[src/rtl/des_pkg.sv]
// Shared types and the per-bit combine rule for the des_pipe_gen benchmark.
package des_pkg;

    typedef enum logic [1:0] {
        MODE_RISE   = 2'd0,
        MODE_TOGGLE = 2'd1,
        MODE_FALL   = 2'd2,
        MODE_PASS   = 2'd3
    } mode_t;

    // Combine one bit of the current beat with the same bit of the previous beat.
    function automatic logic combine(mode_t m, logic prev, logic cur);
        logic r;
        case (m)
            MODE_RISE:   r = ~prev & cur;
            MODE_TOGGLE: r = prev ^ cur;
            MODE_FALL:   r = prev & ~cur;
            default:     r = cur;
        endcase
        return r;
    endfunction

endpackage

[src/rtl/des_pipe_stage.sv]
// One elastic valid/data register slice; takes a new beat whenever it is
// empty or its current beat is leaving in the same cycle.
module des_pipe_stage #(
    parameter int WIDTH = 8
) (
    input  logic             clk,
    input  logic             rst_n,
    input  logic             flush,
    input  logic             in_valid,
    output logic             in_ready,
    input  logic [WIDTH-1:0] in_data,
    output logic             out_valid,
    input  logic             out_ready,
    output logic [WIDTH-1:0] out_data
);

    logic             v;
    logic [WIDTH-1:0] d;

    assign in_ready  = !v || out_ready;
    assign out_valid = v;
    assign out_data  = d;

    // Slice register: flush drops the valid bit but leaves the data in place.
    always_ff @(posedge clk) begin
        if (!rst_n) begin
            v <= 1'b0;
            d <= '0;
        end else begin
            if (flush)
                v <= 1'b0;
            else if (in_ready)
                v <= in_valid;
            if (in_ready && in_valid && !flush)
                d <= in_data;
        end
    end

endmodule

[src/rtl/des_pipe_gen.sv]
// Edge/toggle-detect stream benchmark: combine each accepted beat with the
// previous one, push it through DEPTH elastic stages, count output transfers.
module des_pipe_gen
    import des_pkg::*;
#(
    parameter int WIDTH   = 8,
    parameter int DEPTH   = 2,
    parameter int INV_OUT = 1,
    parameter int CNT_W   = 16
) (
    input  logic             clk,
    input  logic             rst_n,
    input  logic             flush,
    input  logic [1:0]       mode,
    input  logic             in_valid,
    output logic             in_ready,
    input  logic [WIDTH-1:0] in_data,
    output logic             out_valid,
    input  logic             out_ready,
    output logic [WIDTH-1:0] out_data,
    output logic [CNT_W-1:0] xfer_cnt
);

    logic [WIDTH-1:0] prev;
    logic [WIDTH-1:0] comb;
    logic             acc;
    logic             s0_ready;
    logic             last_valid;
    logic [WIDTH-1:0] last_data;

    assign in_ready = rst_n && !flush && s0_ready;
    assign acc      = in_valid && in_ready;

    // Bitwise combine of the incoming beat with the last accepted beat.
    always_comb begin
        comb = '0;
        for (int unsigned b = 0; b < WIDTH; b++)
            comb[b] = combine(mode_t'(mode), prev[b], in_data[b]);
    end

    // Previous-beat register, updated on every acceptance regardless of mode.
    always_ff @(posedge clk) begin
        if (!rst_n || flush)
            prev <= '0;
        else if (acc)
            prev <= in_data;
    end

    // Each stage's ready comes from the stage after it, so the chain is wired
    // through per-iteration signals rather than one shared array.
    for (genvar i = 0; i < DEPTH; i++) begin : g_stage
        logic             up_valid;
        logic [WIDTH-1:0] up_data;
        logic             dn_ready;
        logic             rdy;
        logic             vld;
        logic [WIDTH-1:0] dat;

        if (i == 0) begin : g_first
            assign up_valid = acc;
            assign up_data  = comb;
        end else begin : g_mid
            assign up_valid = g_stage[i-1].vld;
            assign up_data  = g_stage[i-1].dat;
        end

        if (i == DEPTH - 1) begin : g_last
            assign dn_ready = out_ready;
        end else begin : g_inner
            assign dn_ready = g_stage[i+1].rdy;
        end

        des_pipe_stage #(.WIDTH(WIDTH)) u_stage (
            .clk       (clk),
            .rst_n     (rst_n),
            .flush     (flush),
            .in_valid  (up_valid),
            .in_ready  (rdy),
            .in_data   (up_data),
            .out_valid (vld),
            .out_ready (dn_ready),
            .out_data  (dat)
        );
    end

    assign s0_ready   = g_stage[0].rdy;
    assign last_valid = g_stage[DEPTH-1].vld;
    assign last_data  = g_stage[DEPTH-1].dat;

    assign out_valid = last_valid;
    assign out_data  = (INV_OUT != 0) ? ~last_data : last_data;

    // Saturating count of output handshakes; only reset clears it.
    always_ff @(posedge clk) begin
        if (!rst_n)
            xfer_cnt <= '0;
        else if (out_valid && out_ready && (xfer_cnt != '1))
            xfer_cnt <= xfer_cnt + 1'b1;
    end

endmodule

[config.mk]
export PLATFORM = sky130hd
export DESIGN_NAME = des_pipe_gen
export DESIGN_NICKNAME = d
export VERILOG_FILES = /design/src/rtl/des_pkg.sv /design/src/rtl/des_pipe_stage.sv /design/src/rtl/des_pipe_gen.sv
export SDC_FILE = /design/constraint.sdc
export NUM_CORES = 1
export LEC_CHECK = 0
export BUFFER_PORTS_ARGS = -buffer_cell sky130_fd_sc_hd__buf_2
export CAP_MARGIN = 10
export CORE_MARGIN = 5
export CORE_UTILIZATION = 50
export CTS_CLUSTER_DIAMETER = 200
export CTS_CLUSTER_SIZE = 30
export DETAILED_ROUTE_END_ITERATION = 16
export PLACE_DENSITY_LB_ADDON = 0.3
export RECOVER_POWER = 25
export SETUP_SLACK_MARGIN = 0.1
export SYNTH_ARGS = -nofsm -noshare
export SYNTH_HDL_FRONTEND = slang
export SYNTH_SLANG_ARGS = --single-unit
[constraint.sdc]
create_clock -name clk -period 2 [get_ports clk]
set_input_delay 0.5 -clock clk [delete_from_list [all_inputs] [get_ports clk]]
set_output_delay 0.5 -clock clk [all_outputs]
set_load 0.01 [all_outputs]
==> metrics <==
number of antenna violations at the first check in global routing 0; Area growth, synth to finish 16.15%; Period minus WS final around 1700 ps; critical path class reg -> reg; register area share after synthesis 36.92%; cts bufs inserted 5; Worst-Skew Late Latency 300 ps; gpl congestion 0.7771; GRT met3 Usage 3.125%; worst hold path type in -> reg; root buffer cell clkbuf_8; area of the mapped netlist 2277 sq um; Final #Nets 320; vias per cell about 5.3; Distinct cells, synth 38; Routed WL 4505 microns; gr busiest metal met2; startpoint types register; most frequent cells in the layout dfxtp_1 (42), inv_1 (35), nor2_1 (29); Max Freq 572.1 MHz; Die H 77.49 microns; Power per Cell Area 621.1 nW/um^2; max_cap viols 0; post-synthesis xor/xnor area fraction 0.7692%; Slew Limit Fails 0; Mean Syn Cell Area around 9.4 sq um; detailed-route wire length per cell 13.21 microns; CTS Buffer Depth 2; share of layout cells above drive strength 1 20.07%; GR Util met2 24.49%; crit-path max cell delay 500 ps; Hold Crit Start in_valid; setup_tns 0 ps; commonest non-fill, non-tap cell in the layout dfxtp_1; Leakage Power 0.001167 uW; WP buf/inv 1; YS warnings 0; family with the most delay on the worst path simple AND/OR/NAND/NOR gates; Mapped Nets 275; standard-cell rows 24; Critical path origin xfer_cnt[0]; largest family of logic cells by synthesized area multiplexers; Clock transition at path regs roughly 80 ps; IO Port Bufs 40; M1 GR Usage a little over a fifth; DRT iter0 DRCs 155; Vias ~1800; highest-delay cell along the critical path or4_1; Critical Path RT 2220 ps; Die W 77.49 microns; DIE AREA 6004 sq um; Initial Util 51.94%; drt pass-1 iters 4; final period utilization 87.39%; adder-cell share of the synthesized area approximately a tenth; status complete, no violations; setup violators final 0; largest net degree at the start of global routing 31; Core Area between 4000 and 5000 sq um; Post-CTS Hold Buffers 0; clk_skew 6.645 ps; first-pass GRT wire length 7734 microns; IO Count 41; drt drc 0; Final Hold Slack 425.8 ps; dpl hpwl around 3400 microns; Worst EP arrival just under 2000 ps; DRT antenna net count 0; RSZ-0062 raised after global routing false; CTS tree yes; antenna cells 0; Mapped Cells ~240; post-synthesis simple-gate area fraction roughly 17%; CP Cell Sequence ha_1, nand3_1, nor4_4, buf_4, or4_1, a21oi_1; CP endpoint kind register; vias in the first global route 1637; Fin. Hold Viols 0; clock sinks 42; VDD IR-drop max 421.6 uV; Synth Area in Compound Gates 9.231%; critical path peak fanout 10; H-tree depth 2; FF+latch count, synth 42; GR Util All Layers 15.29%; gr ovfl total 0; Worst Tran Pin Value 543.6 ps; post-synthesis mux area share between 10% and 20%; Max-Slew Margin vs Limit 63.76%; RR Startpoint xfer_cnt[0]
state kept, by name, summed over array words and instances (netlist names):
name	cells
xfer_cnt	16
g_stage.u_stage.out_data	16
prev	8
g_stage.u_stage.out_valid	2
kinds of logic after synthesis:
kind of cell | Yosys count
mux | 32
flops | 42
buf+inv | 46
compound gates | 32
xor+xnor | 2
simple gates | 72
fa+ha+maj | 17
layout make-up:
| class | instances | area, sq um |
|---|---|---|
| fill | 396 | 1739 |
| multi-input combinational | 155 | 1256 |
| sequential | 42 | 840.8 |
| timing repair buffer | 49 | 242.7 |
| inverter | 35 | 131.4 |
| clock buffer | 5 | 68.82 |
| tap | 52 | 65.06 |
| clock inverter | 3 | 40.04 |
worst min-delay path, delay by kind of cell:
family | cells | cell delay, ps
AO/OA/AOI/OAI | 1 | 30
AND/OR/NAND/NOR | 1 | 70
buffers and inverters | 1 | 90
final timing paths:
kind,end,slack [ps],cells past startpoint
max,xfer_cnt[11],250,6
min reg2reg,g_stage[1].u_stage.out_data[7],490,2
min,g_stage[0].u_stage.out_valid,430,3
max reg2reg,xfer_cnt[11],250,6
routing by layer:
layer | share of wire [%] | wire (microns)
met5 | 0 | 0
met4 | 1.0 | 45
met3 | 4.8 | 218
met2 | 45 | 2032
met1 | 49 | 2209
synthesized netlist by cell type (all sizes together):
cell	instances	share of area, %
a2111oi	1	0.66
a211o	1	0.38
a21oi	14	3.1
and2	1	0.33
and2b	1	0.38
and3	2	0.55
and4	2	0.77
buf	6	1.5
clkbuf	5	0.82
dfxtp	42	37
ha	17	9.3
inv	35	5.8
mux2i	24	11
mux4	8	7.9
nand2	7	1.3
nand2b	2	0.55
nand3	6	1.3
nand3b	1	0.33
nand4	5	1.4
nor2	29	4.8
nor3b	1	0.33
nor4	1	0.93
o21ai	6	1.3
o311ai	2	1.1
o31ai	7	2.3
o41ai	1	0.38
or2	2	0.55
or3	6	1.7
or4	6	2.0
xnor2	1	0.38
xor2	1	0.38
report_power, final:
part           internal, uW  total, uW  switching (uW)
logic                  65.1        134            69.0
registers               845        852            6.55
clock network           367        657             289
stage by stage:
| step | cells | utilization [%] | cell area, sq um | setup slack [ps] | power [uW] |
|---|---|---|---|---|---|
| after global routing | 341 | 60.33 | 2645 | 78.53 | 1721 |
| after detailed placement | 333 | 58.30 | 2556 | 83.59 | 1009 |
| final | 341 | 60.33 | 2645 | 252.2 | 1643 |
| after global placement | 333 | 58.30 | 2556 | 141.5 | 1004 |
| after floorplan | 243 | - | 2277 | 244.7 | 964.1 |
| after CTS | 341 | 60.79 | 2665 | 239.4 | 1666 |
what timing repair did:
action | CTS | global route
resized for setup | 0 | 1
setup buffers | 0 | 0
hold endpoints to repair | 0 | 0
setup endpoints to repair | 0 | 1
Note: power is estimated with default switching activity, not from simulation.
